**config.mk**
```make
export PLATFORM = sky130hd
export DESIGN_NAME = mem_to_uart_tx
export DESIGN_NICKNAME = d
export VERILOG_FILES = /design/src/rtl/mem_to_uart_tx.sv
export SDC_FILE = /design/constraint.sdc
export NUM_CORES = 1
export LEC_CHECK = 0
export CAP_MARGIN = 10
export CORE_MARGIN = 4
export CORE_UTILIZATION = 31
export CTS_BUF_LIST = sky130_fd_sc_hd__clkbuf_16
export CTS_CLUSTER_DIAMETER = 60
export DETAILED_ROUTE_END_ITERATION = 8
export MAX_ROUTING_LAYER = met4
export PLACE_DENSITY = 0.54
export SLEW_MARGIN = 25
export SYNTH_ARGS = -nofsm -noshare
export SYNTH_HDL_FRONTEND = slang
export SYNTH_SLANG_ARGS = --single-unit
```
**constraint.sdc**
```tcl
create_clock -name clk -period 2.58 [get_ports clk]
set_input_delay 0.645 -clock clk [delete_from_list [all_inputs] [get_ports clk]]
set_output_delay 0.645 -clock clk [all_outputs]
set_load 0.01 [all_outputs]
```
**src/rtl/mem_to_uart_tx.sv**
```systemverilog
// Streams a ROW x COLUMN byte matrix out of a memory block as 8N1 UART frames,
// one frame per element in address order, then pulses complete.
module mem_to_uart_tx #(
    parameter int ROW          = 2,
    parameter int COLUMN       = 2,
    parameter int ADDR_W       = 6,
    parameter int CLKS_PER_BIT = 5208
) (
    input  logic              clk,
    input  logic              rst,
    input  logic              start,
    output logic              read,
    output logic [ADDR_W-1:0] read_address,
    input  logic [7:0]        data,
    output logic              tx_data,
    output logic              busy,
    output logic              complete
);

    localparam int N      = ROW * COLUMN;
    localparam int BAUD_W = (CLKS_PER_BIT > 1) ? $clog2(CLKS_PER_BIT) : 1;
    localparam logic [BAUD_W-1:0] BAUD_LAST  = BAUD_W'(CLKS_PER_BIT - 1);
    localparam logic [ADDR_W-1:0] LAST_INDEX = ADDR_W'(N - 1);

    typedef enum logic [2:0] {
        IDLE, FETCH, LOAD, START_BIT, DATA_BITS, STOP_BIT, DONE
    } state_t;

    state_t             state;
    logic [ADDR_W-1:0]  index;
    logic [BAUD_W-1:0]  baud;
    logic [2:0]         bit_cnt;
    logic [7:0]         shift;
    logic               baud_done;

    assign baud_done = (baud == BAUD_LAST);

    // Outputs are registered, so each transition writes the values the next state presents.
    always_ff @(posedge clk) begin
        if (rst) begin
            state        <= IDLE;
            index        <= '0;
            baud         <= '0;
            bit_cnt      <= '0;
            shift        <= '0;
            tx_data      <= 1'b1;
            read         <= 1'b0;
            read_address <= '0;
            busy         <= 1'b0;
            complete     <= 1'b0;
        end else begin
            case (state)
                IDLE: begin
                    tx_data  <= 1'b1;
                    complete <= 1'b0;
                    index    <= '0;
                    baud     <= '0;
                    bit_cnt  <= '0;
                    if (start) begin
                        state        <= FETCH;
                        read         <= 1'b1;
                        read_address <= '0;
                        busy         <= 1'b1;
                    end else begin
                        read <= 1'b0;
                        busy <= 1'b0;
                    end
                end
                FETCH: begin
                    read  <= 1'b0;
                    state <= LOAD;
                end
                LOAD: begin
                    shift   <= data;
                    tx_data <= 1'b0;
                    baud    <= '0;
                    state   <= START_BIT;
                end
                START_BIT: begin
                    if (baud_done) begin
                        baud    <= '0;
                        bit_cnt <= '0;
                        tx_data <= shift[0];
                        state   <= DATA_BITS;
                    end else begin
                        baud <= baud + 1'b1;
                    end
                end
                DATA_BITS: begin
                    if (baud_done) begin
                        baud <= '0;
                        if (bit_cnt == 3'd7) begin
                            tx_data <= 1'b1;
                            state   <= STOP_BIT;
                        end else begin
                            bit_cnt <= bit_cnt + 1'b1;
                            shift   <= shift >> 1;
                            tx_data <= shift[1];
                        end
                    end else begin
                        baud <= baud + 1'b1;
                    end
                end
                STOP_BIT: begin
                    if (baud_done) begin
                        baud <= '0;
                        if (index == LAST_INDEX) begin
                            complete <= 1'b1;
                            state    <= DONE;
                        end else begin
                            index        <= index + 1'b1;
                            read         <= 1'b1;
                            read_address <= index + 1'b1;
                            state        <= FETCH;
                        end
                    end else begin
                        baud <= baud + 1'b1;
                    end
                end
                DONE: begin
                    complete <= 1'b0;
                    busy     <= 1'b0;
                    state    <= IDLE;
                end
                default: begin
                    state <= IDLE;
                end
            endcase
        end
    end

endmodule

```
## After elaboration in Yosys (flattened, before gate mapping)

Cells that the tools add are included.

- Register bits: 43
- Input port bits: 11
- Output and inout bits: 10
- Word-level logic and storage cells: 83

- $add $sub $neg: 3
- Equality and inequality tests: 17
- Multiplexer cells: 33
- Reduce and logical (&&, ||, !) cells: 20

Operators by type and width:

| operator | number |
|---|---|
| two-way mux 3 bit | 9 |
| case mux 13 bit (2 select lines) | 1 |
| case mux 6 bit (2 select lines) | 2 |
| two-way mux 6 bit | 3 |
| case mux 3 bit (6 select lines) | 1 |
| two-way mux 8 bit | 2 |
| inequality test 2 bit, second input constant | 8 |
| case mux 8 bit (2 select lines) | 1 |
| AND reduction 3 bit | 5 |
| adder 13 x 1 -> 13 bit, second input constant | 1 |
| equality test 13 bit, second input constant | 1 |
| two-way mux 13 bit | 1 |
| equality test 3 bit, second input constant | 4 |
| nonzero test 2 bit | 5 |
| case mux 3 bit (3 select lines) | 1 |
| two-way mux 1 bit | 8 |
| AND reduction 4 bit | 2 |
| adder 6 x 1 -> 6 bit, second input constant | 1 |
| equality test 3 x 2 -> 1 bit, second input constant | 2 |
| equality test 6 x 2 -> 1 bit, second input constant | 1 |
| nonzero test 3 bit | 2 |
| AND reduction 5 bit | 1 |
| case mux 1 bit (2 select lines) | 2 |
| case mux 1 bit (4 select lines) | 1 |
| other kinds (7) | 8 |

## Logic depth before layout (Yosys ltp)

Gate-level depths: netlist of the first run.

- Depth in word-level cells: 4
- Gate-level depth with buffers: 7
- Depth with buffers taken out: 6

## Least setup slack after synthesis of the first run

OpenSTA, ideal clock, no wires.

- Path kind: input to register
- Start point: input port rst
- End point: register state[1]
- Setup time: 0.131 ns
- Arrival time: 1.723 ns
- Required time: 2.449 ns
- Setup slack: 0.725 ns
- Cell stages on the path: 6
- Buffers on the path: 2
- Cell sequence: clkbuf_1 > clkinv_1 > and3_1 > buf_1 > a211oi_1 > o41ai_1

RTL lines:

| what | RTL line | text |
|---|---|---|
| start: declaration | 10 | `input logic rst,` |
| end signal: assignment | 41 | `state <= IDLE;` |
| end signal: assignment | 60 | `state <= FETCH;` |
| end signal: assignment | 71 | `state <= LOAD;` |
| end: declaration | 29 | `state_t state;` |

## Worst setup path after layout of the first run

- Start point: register baud[0]
- End point: register read_address[4]

- Longest elaborated chain between the ends: 3

Ends and longest elaborated chain:

| what | RTL line | text |
|---|---|---|
| start: declaration | 31 | `logic [BAUD_W-1:0] baud;` |
| start signal: assignment | 86 | `baud <= baud + 1'b1;` |
| start signal: assignment | 101 | `baud <= baud + 1'b1;` |
| start signal: assignment | 117 | `baud <= baud + 1'b1;` |
| equality test 13 bit | 36 | `assign baud_done = (baud == BAUD_LAST);` |
| inequality test 2 bit (no source line) | - |  |
| AND reduction 4 bit (no source line) | - |  |
| end signal: assignment | 113 | `read_address <= index + 1'b1;` |
| end: declaration | 13 | `output logic [ADDR_W-1:0] read_address,` |

Every way passes these cells.
A chain may end at the register's enable or synchronous reset.

==> results.md, run 1 <==
* Crit share post-route at 0.8033
* Final Hold Viols at 0
* Worst VDD drop at about 0.33 mV
* Max-slew violation count at 0
* Full die area at about 9000 um^2
* Clock share of power at 0.324
* Root buffer cell: clkbuf_16
* Power share of the combinational group at 0.265
* Clock slew at reported path FFs at roughly 0.060 ns
* Clock sinks at 43
* Share of the synthesized area in the top cell type at 0.3669
* H-tree lvl count at 2
* Met1 wire length at between 3000 and 4000 um
* Internal power at 1.289 mW
* GPL Wtd Cong at slightly above 0.8
* Setup Skew at 0.007349 ns
* Crit path DAT at 2.24 ns
* Non-Filler Instances at 398
* Hold-fix buffers, CTS at 0
* Ant. Diodes at 0
* Initial Util at 0.3217
* Core Footprint at ~7300 um^2
* DR pass1 iterations at 4
* TNS Setup at 0 ns
* NetSw at 0.5674 mW
* FILL cells at 777
* Post-DRT Antenna Nets at 0
* Ports at 21
* RSZ-0062 raised after global routing: false
* Post-CTS setup buffers at 0
* Worst-path fanout max at 7
* Pin count of the biggest net entering global routing at 22
* Vias in the first global route at just under 2000
* Syn Nets at between 200 and 300
* Min cycle time layout at 2.073 ns
* Met2 routed WL at 2544 um
* Routed wire length at roughly 6000 um
* Syn-to-layout area delta at 20.59%
* Post-synth EDFFs at 0
* Post-route total power at ~1.9 mW
* Port Buffers at 20
* Layout cells sized above 1 at 0.1104
* Initial antenna violation count at 0
* Worst slew pin tran at a little under 0.5 ns
* Setup ws final at 0.5075 ns
* Syn. warnings at 0
* Sw frac at 0.3057
* Crit Path Class: register to register
* Post-Place Setup Slack at 0.3946 ns
* Uppermost layer routed: met4
* Synth Flop Type: dfxtp_1
* GR Util All Layers at 0.1404
* Cell Area, Synth at 2346 um^2
* Hpwl dp at around 4300 um
* WHS at 0.4544 ns
* Asr flop ratio synth at 0
* Final #Nets at roughly 310
* Worst reg-to-reg setup slack at 0.51 ns
* Placed insts at 390
* Crit end category: register
* Seq cells post-synth at between 40 and 50
* First-pass GRT wire length at about 9800 um
* Starting DRC count in detailed routing at around 110
* Leak at slightly above 0.9 nW
* Total gr overflow at 0
* Worst-Skew Late Latency at about 0.28 ns
* Vias at about 2200
* Height of the die at 94.99 um
* DIE WIDTH at between 90 and 100 um
* Yosys cell types at 63
* HP Class: register to register
* DRC at 0
* Largest area contributor in the netlist: dfxtp_1
* Max frequency at 0.4825 GHz
* Met3 WL at 215 um
* DR vias/cell at roughly 5.5
* Pwr dens at between 600 and 700 nW/um^2
* Setup violations, final at 0
* Status: complete, no violations
* Startpoint types: register
* Flop pwr share at 0.412
* Number of buffers created by CTS at 5
* Main area contributors after synthesis: dfxtp_1, nand2_1, o21ai_0
* Max Root-Sink Buffers at 2
* Cells after synthesis at around 280
* Max-slew headroom at 0.6699
* CTS resizes at 0
* Register area share after synthesis at 0.3669
* DR WL/cell at between 10 and 15 um
* CTS tree: yes
* Data required, critical path at 2.75 ns
* Standard-cell rows at 31
* Max-cap violations at 0
* Synth Area per Inst at ~8.5 um^2
final timing paths:
| check | start | cells after the start | endpoint |
|---|---|---|---|
| setup / recovery | baud[0] | 5 | read_address[4] |
| setup reg to reg | baud[0] | 5 | read_address[4] |
| hold / removal | shift[0] | 2 | shift[0] |
| hold reg to reg | shift[0] | 2 | shift[0] |
sequential cells by signal (all words and copies together) (netlist names), 3 cells and up:
register / cells
bit_cnt: 3
index: 6
baud: 13
shift: 8
read_address: 6
state: 3
synthesized netlist by cell type (2+ instances only):
library cell  count
a211o_1           2
a211oi_1          5
a21oi_1          16
a31oi_1          13
a32oi_1           9
and2_1            2
and4_1            2
buf_1             2
buf_2             3
clkbuf_1         10
dfxtp_1          43
ha_1              4
inv_1             7
mux2_2            2
mux2i_1           6
nand2_1          28
nand2b_1          6
nand3_1          10
nand3b_1          4
nand4_1           6
nor2_1            6
nor2b_1           4
nor3_1           11
nor4_1            2
nor4_2            2
o211ai_1          4
o21ai_0          18
or3_1             3
or3b_2            4
or4_1             3
or4b_1            3
xor2_1            4
layout by cell type, fill, tap and decap left out, drive strengths merged, types with 6 or more instances in the layout:
master | Yosys | routed
a32oi | 9 | 9
dfxtp | 43 | 43
nand4 | 6 | 6
buf | 6 | 13
clkdlybuf4s50 | 0 | 20
nand2b | 6 | 6
inv | 7 | 9
nor3 | 12 | 12
mux2i | 6 | 6
o21ai | 19 | 19
a21oi | 17 | 17
nand3 | 11 | 11
a31oi | 13 | 13
nand2 | 28 | 28
nor2 | 6 | 6
metrics by stage:
stage | utilization | instance area, um^2
after floorplan | - | 2346
after global placement | 0.3691 | 2691
after detailed placement | 0.3691 | 2691
after CTS | 0.3880 | 2829
after global routing | 0.3880 | 2829
final | 0.3880 | 2829
routing by layer:
metal,global-route usage,up-vias
li1,-,1106
met1,0.1989,1031
met2,0.2020,36
met3,0.02709,6
met4,0.03966,0
met5,-,-
cell type report:
cell class / count / area, um^2 / share of cell area
clock inverters: 3 / 12.51 / 0.004423
clock buffers: 5 / 125.1 / 0.04423
multi-input cells: 207 / 1379 / 0.4874
flip-flops and latches: 43 / 860.8 / 0.3043
inverters: 8 / 30.03 / 0.01061
repair buffers: 33 / 297.8 / 0.1053
well taps: 99 / 123.9 / 0.04379
kinds of logic (layout without fill, tap and decap cells):
logic type | count (synthesis) | in the layout | synth area share
compound gates | 83 | 83 | 0.2342
xor+xnor | 5 | 5 | 0.01867
fa+ha+maj | 4 | 4 | 0.02133
buf+inv | 25 | 49 | 0.04533
flops | 43 | 43 | 0.3669
mux | 8 | 8 | 0.03520
simple gates | 107 | 107 | 0.2784
power groups by stage:
stage               Combinational (mW)  Clock, mW  Sequential, mW
floorplan                        0.311          0           0.776
global placement                 0.486          0           0.778
detailed placement               0.485          0           0.778
CTS                              0.489      0.620           0.763
global route                     0.534      0.646           0.772
finish                           0.491      0.601           0.764
worst max-delay path, stage by stage (launching register included):
cell and delay (ns):
dfxtp_1 0.36, ha_1 0.28, and4b_1 0.35, nand4_1 0.23
o21ai_1 0.37, mux2_2 0.37
(Power assumes the default switching activity.)
==> run 2: changes to the inputs <==
--- a/config.mk
+++ b/config.mk
@@ -12,7 +12,7 @@
 export CTS_CLUSTER_DIAMETER = 60
 export DETAILED_ROUTE_END_ITERATION = 8
 export MAX_ROUTING_LAYER = met4
-export PLACE_DENSITY = 0.54
+export PLACE_DENSITY = 0.56
 export SLEW_MARGIN = 25
 export SYNTH_ARGS = -nofsm -noshare
 export SYNTH_HDL_FRONTEND = slang
==> constraint.sdc (replaced) <==
create_clock -name clk -period 1.8 [get_ports clk]
set_input_delay 0.45 -clock clk [delete_from_list [all_inputs] [get_ports clk]]
set_output_delay 0.45 -clock clk [all_outputs]
set_load 0.01 [all_outputs]
==> results.md, run 2 (synthesis gave the netlist of run 1 again) <==
* Vias in the first global route at 2227 (+12%)
* Hold Path Sink: shift[0]
* Post-route total power at 2.943 mW (+59%)
* CTS tree: yes
* GR Util All Layers at 0.1515 (+0.01109)
* Worst reg2reg path depth at 6 (+1)
* Pwr dens at 912.7 nW/um^2 (+39%)
* H-tree lvl count at 2 (unchanged)
* Hpwl dp at 4713 um (+10%)
* Full die area at 9023 um^2 (unchanged)
* HP Class: register to register
* Startpoint types: register
* Total gr overflow at 0 (unchanged)
* Leak at 1.112 nW (+21%)
* Clock slew at reported path FFs at 0.06 ns (about the same)
* Crit path DAT at 2.00 ns (-0.24 ns)
* FILL cells at 760 (-2.2%)
* Worst reg-to-reg setup slack at 0.03 ns (-0.48 ns)
* Met1 Use GR at 0.1954 (-0.003566)
* Power share of the combinational group at 0.268 (+0.003)
* Commonest non-fill, non-tap cell in the layout: buf_4
* Ports at 21 (unchanged)
* DR pass1 iterations at 4 (unchanged)
* Crit end category: register
* DRC at 0 (unchanged)
* Worst VDD drop at 0.3648 mV (+9.4%)
* Ant. Diodes at 0 (unchanged)
* DR WL/cell at 15.05 um (+1.4%)
* Port Buffers at 20 (unchanged)
* Internal power at 2.065 mW (+60%)
* DR vias/cell at 5.354 (-2.2%)
* RSZ-0062 raised after global routing: true
* Root buffer cell: clkbuf_16
* Worst slew pin tran at 0.4194 ns (-0.07576 ns)
* Flop pwr share at 0.386 (-0.026)
* Post-DRT Antenna Nets at 0 (unchanged)
* Largest register FFs at 13 (unchanged)
* Min cycle time layout at 1.773 ns (-0.2994 ns)
* NetSw at 0.8773 mW (+55%)
* Global-route met3 utilization at 0.02151 (-0.005578)
* Crit Path Class: register to register
* Max-slew headroom at 0.7180 (+0.04818)
* Clock share of power at 0.346 (+0.022)
* Setup violations, final at 0 (unchanged)
* Initial Util at 0.3217 (unchanged)
* Pin count of the biggest net entering global routing at 19 (-14%)
* Hold Crit Depth at 2 (unchanged)
* Max frequency at 0.5640 GHz (+17%)
* Core Footprint at 7292 um^2 (unchanged)
* Final instance area at 3224 um^2 (+14%)
* Largest registers: baud: 13 flops, shift: 8 flops
* GPL Wtd Cong at 0.8752 (+6.5%)
* Worst-Skew Late Latency at 0.28 ns (about the same)
* Max-cap violations at 0 (unchanged)
* Layout cells sized above 1 at 0.2703 (+0.1599)
* WHS at 0.4594 ns (+0.004993 ns)
* Post-Place Setup Slack at -0.1206 ns (-0.5152 ns)
* Standard-cell rows at 31 (unchanged)
* Final #Nets at 347 (+11%)
* First-pass GRT wire length at 10560 um (+7.8%)
* Final Hold Viols at 0 (unchanged)
* Clock sinks at 43 (unchanged)
* Status: complete, no violations
* Number of buffers created by CTS at 5 (unchanged)
* Setup Skew at 0.007556 ns (+0.0002071 ns)
* Routed wire length at 6503 um (+10%)
* Max Root-Sink Buffers at 2 (unchanged)
* Data required, critical path at 2.02 ns (-0.73 ns)
* Top reg by flops: baud
* Reg2reg end: bit_cnt[1]
* DIE WIDTH at 94.99 um (unchanged)
* HP Start: shift[0]
* Crit share post-route at 0.9850 (+0.1818)
* Syn-to-layout area delta at 37.44%
* Worst-path fanout max at 6 (-1)
* Initial antenna violation count at 0 (unchanged)
* Vias at 2313 (+6.1%)
* Sw frac at 0.2981 (-0.007594)
* Max-slew violation count at 0 (unchanged)
* Setup ws final at 0.02691 ns (-0.4806 ns)
* Worst reg2reg path startpoint: bit_cnt[0]
* Starting DRC count in detailed routing at 131 (+20%)
* Highest-count cells in the layout ignoring fill and taps: buf_4, dfxtp_1, nand2_1, clkdlybuf4s50_1, o21ai_0
* Height of the die at 94.99 um (unchanged)
* Busiest layer in global routing: met2
* GR Util met2 at 0.2443 (+0.04228)
* Post-layout util at 0.4422 (+0.05422)
* Placed Area at 2940 um^2 (+9.3%)
==> run 2: changes by cell type in the layout (fill, tap and decap cells not counted), sizes merged <==
cell,delta
buf,+34
inv,-2
bufinv,+1
clkinv,+1
==> run 2: cell type report <==
type                            instances  area (um^2)  area share
Tap cell                               99        123.9     0.03842
Inverter                                8        30.03    0.009313
Sequential cell                        43        867.1      0.2689
Clock buffer                            5        125.1     0.03880
Clock inverter                          3        38.79     0.01203
Multi-Input combinational cell        207         1486      0.4610
Timing Repair Buffer                   67        553.0      0.1715
==> run 2: layer usage <==
metal / wire [um] / vias to the layer above
met5: 0 / -
met4: 86 / 0
met3: 210 / 6
met2: 3121 / 32
met1: 3085 / 1111
li1: - / 1164
==> run 2: stage by stage <==
stage	setup TNS, ns	std cells
global route	-0.03290	432
global placement	-0.5010	422
floorplan	0	275
CTS	0	430
detailed placement	-1.496	422
finish	0	432
==> run 2: worst max-delay path by stage <==
stage | startpoint | end | slack (ns) | cells after the start
after global placement | rst | baud[8] | -0.06 | 4
after global routing | bit_cnt[0] | bit_cnt[1] | -0.02 | 6
after detailed placement | bit_cnt[0] | bit_cnt[2] | -0.12 | 6
final | bit_cnt[0] | bit_cnt[1] | 0.03 | 6
after CTS | baud[1] | bit_cnt[2] | 0.002 | 5
after floorplan | baud[0] | bit_cnt[1] | 0.0007 | 6
==> run 2: power groups by stage <==
| stage | Combinational, mW | Sequential (mW) | Clock (mW) |
|---|---|---|---|
| 2_1_floorplan | 0.455 | 1.11 | 0 |
| 3_3_place_gp | 0.726 | 1.14 | 0 |
| 3_5_place_dp | 0.733 | 1.14 | 0 |
| 4_1_cts | 0.751 | 1.13 | 1.05 |
| 5_1_grt | 0.864 | 1.15 | 1.09 |
| 6_report | 0.788 | 1.14 | 1.02 |
==> run 2: critical path, cell delays in order (launching register included) <==
cell and delay, ns:
dfxtp_2 0.34, ha_4 0.16, ha_4 0.17, a211oi_4 0.30, a21oi_4 0.08, or4b_4 0.52, a21oi_2 0.14
==> run 2: timing repair <==
item / CTS / global route
endpoints found under the setup margin: 5 / 23
setup buffers: 0 / 2
hold buffers: 0 / 0
pin swaps: 1 / 6
gates resized for setup: 6 / 20
==> run 3: changes to the inputs <==
--- a/config.mk
+++ b/config.mk
@@ -5,7 +5,6 @@
 export SDC_FILE = /design/constraint.sdc
 export NUM_CORES = 1
 export LEC_CHECK = 0
-export CAP_MARGIN = 10
 export CORE_MARGIN = 4
 export CORE_UTILIZATION = 31
 export CTS_BUF_LIST = sky130_fd_sc_hd__clkbuf_16
==> results of run 3 <==
The final DEF is identical to that of run 2; final timing and power are the same.
==> RTL edit 1, RTL diff (config.mk and constraints of run 3) <==
Put one more register stage on the output `read`. The value now appears one clock later. The other outputs are not delayed to match.
--- a/src/rtl/mem_to_uart_tx.sv
+++ b/src/rtl/mem_to_uart_tx.sv
@@ -26,6 +26,8 @@
         IDLE, FETCH, LOAD, START_BIT, DATA_BITS, STOP_BIT, DONE
     } state_t;
 
+    logic read_s0;
+
     state_t             state;
     logic [ADDR_W-1:0]  index;
     logic [BAUD_W-1:0]  baud;
@@ -44,7 +46,7 @@
             bit_cnt      <= '0;
             shift        <= '0;
             tx_data      <= 1'b1;
-            read         <= 1'b0;
+            read_s0      <= 1'b0;
             read_address <= '0;
             busy         <= 1'b0;
             complete     <= 1'b0;
@@ -58,16 +60,16 @@
                     bit_cnt  <= '0;
                     if (start) begin
                         state        <= FETCH;
-                        read         <= 1'b1;
+                        read_s0      <= 1'b1;
                         read_address <= '0;
                         busy         <= 1'b1;
                     end else begin
-                        read <= 1'b0;
+                        read_s0 <= 1'b0;
                         busy <= 1'b0;
                     end
                 end
                 FETCH: begin
-                    read  <= 1'b0;
+                    read_s0 <= 1'b0;
                     state <= LOAD;
                 end
                 LOAD: begin
@@ -109,7 +111,7 @@
                             state    <= DONE;
                         end else begin
                             index        <= index + 1'b1;
-                            read         <= 1'b1;
+                            read_s0      <= 1'b1;
                             read_address <= index + 1'b1;
                             state        <= FETCH;
                         end
@@ -129,5 +131,9 @@
         end
     end
 
+    always_ff @(posedge clk) begin
+        read <= read_s0;
+    end
+
 endmodule
 
Formal check against the unedited RTL: not equivalent (a bounded check fails within 4 cycles, from zero or initial values and one cycle with rst high).
==> RTL edit 1 against run 3 <==
Worst setup slack improved by 0.072 ns. Critical path depth is 1 lower. Synthesized area grew 7.6%. Sequential share of layout area grew 0.33 points. Total power up 23%. Utilization down 2.7 points. Cell area is 0.50% higher. Routed wire length is 5.1% lower. Synthesized cell count up 5.8%. Combinational power is 79% higher. Sequential cell count increased by 1. Count of clock-buffer cells in the layout unchanged. Critical path type unchanged. Critical endpoint is now read_address[3]. Largest cell class unchanged.
==> RTL edit 1: results (changes against run 3) <==
* Clock Tree Root: clkbuf_16
* Skew final at 0.005082 ns (-0.002474 ns)
* Total length of routed met2 wires at 2884 µm (-7.6%)
* Registers with the most flip-flops: baud x13, shift x8
* Most used flip-flop cell after synthesis: dfxtp_1
* Top sig layer: met4
* Mapped Nets at 306 (+5.5%)
* Multiplexer share of the synthesized area at 0.06396 (+0.02876)
* Worst VDD drop at 646.1 µV (+77%)
* Parity-gate share of the synthesized area counting xor and xnor cells at 0.02082 (+0.002156)
* Post-Synth Adder-Cell Area at 0.01983 (-0.001502)
* Post-synthesis sequential area ratio at 0.3490 (-0.01790)
* Most common library cell in the layout ignoring fill and taps: dfxtp_1
* Number of buffers on the longest clock path at 2 (unchanged)
* Compound-cell area share of the yosys netlist at 0.2058 (-0.02838)
* Clock network latency to the later pin of the worst-skew pair at 0.28 ns (about the same)
* Post-synthesis cell type count at 56 (-11%)
* Final weighted congestion in routability-driven placement at 0.7923 (-9.5%)
* Met1 layer wirelength in the final routing at 3053 µm (-1.0%)
* Count of fill cells added during filler insertion at 805 (+5.9%)
* Tightest Pin Transition at 0.3793 ns (-0.04010 ns)
* First-pass detailed-route iteration total at 4 (unchanged)
* DRC marker count from the first detailed-route iteration at 75 (-43%)
* Leading cell types by total area after synthesis: dfxtp_1 35%, mux2i_1 5.9%, nand2b_1 3.7%
* Drc violations at 0 (unchanged)
* Most common library cells after synthesis: 44 x dfxtp_1, 17 x nand2_1, 15 x mux2i_1, 15 x nand2b_1, 15 x nor2_1
* Post-detailed-placement half-perimeter wirelength at 4450 µm (-5.6%)
* Biggest fanout along the worst timing path at 6 (unchanged)
* Number of buffers created by CTS at 5 (unchanged)
* Average routed wire per standard cell at 14.03 µm (-6.8%)
* Number of levels in the clock H-tree at 2 (unchanged)
* Met3 routed wirelength at 188 µm (-10%)
* Wire length of the first global-routing pass at 10290 µm (-2.5%)
* Clk pin slew, worst setup/hold paths at 0.06 ns (about the same)
* Leakage dissipation at 1.188 nW (+6.8%)
* Vias in the first global route at 2191 (-1.6%)
* Hold/Removal Path Class: flop to flop
* Number of antenna violations at the first check in global routing at 0 (unchanged)
* Gr usage total at 0.1313 (-0.02016)
* WP data arrival at 1.91 ns (-0.09 ns)
* Run status: finished clean
* Detailed-route vias per instance at 5.259 (-1.8%)
* Async set or reset register ratio after synthesis at 0 (unchanged)
* Number of synthesis warnings at 0 (unchanged)
* Fraction of final layout cells sized beyond drive strength 1 at 0.2160 (-0.05429)
* Count of nets after finishing at 354 (+2.0%)
* Port buffer count at 20 (unchanged)
* Largest net degree at the start of global routing at 20 (+1)
## RTL edit 1: logic make-up after synthesis
family          after synthesis
mux                          16
fa+ha+maj                     4
buf+inv                      27
xor+xnor                      6
compound gates               80
simple gates                114
flops                        44
## RTL edit 1: worst max-delay path, cell delays in order, from the launching register on
cell	delay (ns)
dfxtp_1	0.35
ha_2	0.18
or4b_4	0.49
o21ai_2	0.19
o21a_2	0.23
mux2i_1	0.19
## RTL edit 1: power by group
group / internal (mW) / switching [mW] / total (mW)
clock: 0.639 / 0.359 / 0.998
sequential: 1.09 / 0.122 / 1.21
combinational: 0.697 / 0.717 / 1.41
## RTL edit 1: layer usage
| metal | track usage | up-vias |
|---|---|---|
| met5 | - | - |
| met4 | 0.03361 | 0 |
| li1 | - | 1179 |
| met3 | 0.02357 | 2 |
| met1 | 0.1698 | 1091 |
| met2 | 0.2126 | 42 |
## RTL edit 1: final cells by class
| class | count | area share |
|---|---|---|
| multi-input combinational | 220 | 0.4695 |
| tap | 102 | 0.03938 |
| inverter | 6 | 0.006950 |
| timing repair buffer | 62 | 0.1641 |
| clock inverter | 1 | 0.009266 |
| sequential | 44 | 0.2722 |
| clock buffer | 5 | 0.03861 |
## RTL edit 1: worst paths after layout
kind | start | endpoint | slack, ns | depth (start not counted)
worst max register to register | index[0] | read_address[3] | 0.1 | 5
worst min-delay path | read_s0 | read | 0.37 | 0
worst min register to register | read_s0 | read | 0.37 | 0
worst max-delay path | index[0] | read_address[3] | 0.1 | 5
## RTL edit 1: what timing repair did
item,4_1_cts,5_1_grt
buffers inserted,0,1
setup endpoints to repair,0,25
resized for setup,0,12
## RTL edit 1: per-stage QoR
| step | area [µm²] | setup WS [ns] | hold slack (ns) | cells |
|---|---|---|---|---|
| final | 3241 | 0.09863 | 0.3674 | 440 |
| after global routing | 3241 | 0.01431 | 0.3675 | 440 |
| after CTS | 3188 | 0.01598 | 0.3693 | 439 |
| after detailed placement | 3033 | -0.1724 | 0.3608 | 433 |
| after global placement | 3033 | -0.1248 | 0.3671 | 433 |
| after floorplan | 2527 | 0.04481 | 0.3306 | 291 |
==> RTL edit 2, RTL diff (flow settings as in run 3) <==
Without the edit above. Change the parameter `CLKS_PER_BIT` from 5208 to 20832.
--- a/src/rtl/mem_to_uart_tx.sv
+++ b/src/rtl/mem_to_uart_tx.sv
@@ -4,7 +4,7 @@
     parameter int ROW          = 2,
     parameter int COLUMN       = 2,
     parameter int ADDR_W       = 6,
-    parameter int CLKS_PER_BIT = 5208
+    parameter int CLKS_PER_BIT = 20832
 ) (
     input  logic              clk,
     input  logic              rst,
Formal check against the unedited RTL: same outputs for any inputs over 10 cycles, from zero or initial values and one cycle with rst high; that may be too few to reach the edited logic, so the function may still have changed.
==> RTL edit 2 against run 3 <==
Utilization rose by 5.5 points. Critical path type unchanged. Largest cell class unchanged. Routed wire length fell by 9.4%. Sequential cell count grew 2. Critical endpoint is now bit_cnt[0]. Count of clock-buffer cells in the layout is the same. Die area decreased by 5.7%. Worst setup slack got worse by 0.38 ns. Cell area grew 5.3%. Clock skew fell by 0.0027 ns. Synthesized area is 6.2% lower. Worst hold slack lost 0.0072 ns. The run now ends with negative setup slack left.
Power is not compared: it rests on default switching activity, and its combinational part moved more than twofold at a synthesized area within 25%.
==> RTL edit 2: results (changes against run 3) <==
* Global Route met2 Usage at 0.2336 (-0.01070)
* Clock-cell share at 0.04790 (-0.002935)
* Met3 Usage GRT at 0.03117 (+0.009659)
* Die area at 0.008507 mm² (-5.7%)
* Worst setup path startpoint: baud[5]
* Family of cells with the greatest summed delay on the critical path: simple AND/OR/NAND/NOR gates
* Fin worst setup slack at -0.3490 ns (-0.3759 ns)
* Wire length of the first global-routing pass at 10450 µm (-1.1%)
* Multi-input combinational area share at 0.4175 (-0.04354)
* Global Route met1 Usage at 0.2008 (+0.005430)
* Area post-placement at 0.002939 mm² (about the same)
* DRC marker count from the first detailed-route iteration at 110 (-16%)
* Pre-CTS setup slack at -0.3271 ns (-0.2065 ns)
* Setup TNS after final layout at -5.544 ns (-5.544 ns)
* Multi-input logic area at 0.001418 mm² (-4.6%)
* Vias in the first global route at 2230 (+0.13%)
* Number of buffers outside the clock class in the layout at 89 (+33%)
* Post-detailed-placement half-perimeter wirelength at 4205 µm (-11%)
* Detailed-route vias per instance at 5.112 (-4.5%)
* Count of nets after finishing at 364 (+4.9%)
* Run status: complete, but fails checks
* Most common library cells after synthesis: 45 x dfxtp_1, 27 x nand2_1, 22 x a21oi_1, 18 x o21ai_0, 17 x nand3_1
* Biggest fanout along the worst timing path at 3 (-3)
* Failing checks: negative setup slack
* Count of final setup violators at 42 (+42)
## RTL edit 2: changes by cell type in the layout (fill, tap and decap cells not counted), moves of 5 or more
cell / run 3 / this run
a32oi_1: 8 / 1
nor3_1: 11 / 5
buf_4: 47 / 60
o21ai_1: 1 / 8
buf_6: 0 / 8
nand3_1: 10 / 15
a22oi_1: 1 / 7
a21o_1: 0 / 7
o21ai_0: 18 / 9
## RTL edit 2: kinds of logic (layout without fill, tap and decap cells)
group / after synthesis / after routing / synth area share
XOR/XNOR: 8 / 8 / 0.03186
AND/OR/NAND/NOR: 101 / 101 / 0.2417
adder cells (fa/ha/maj): 4 / 4 / 0.02275
flip-flops: 45 / 45 / 0.4096
buffers and inverters: 20 / 105 / 0.03527
multiplexers: 3 / 3 / 0.01422
AO/OA/AOI/OAI: 84 / 84 / 0.2446
## RTL edit 2: what timing repair did
item / 4_1_cts / 5_1_grt
gates resized for setup: 45 / 15
gates cloned: 2 / 0
setup buffers: 7 / 1
setup endpoints to repair: 41 / 44
pin swaps: 16 / 9
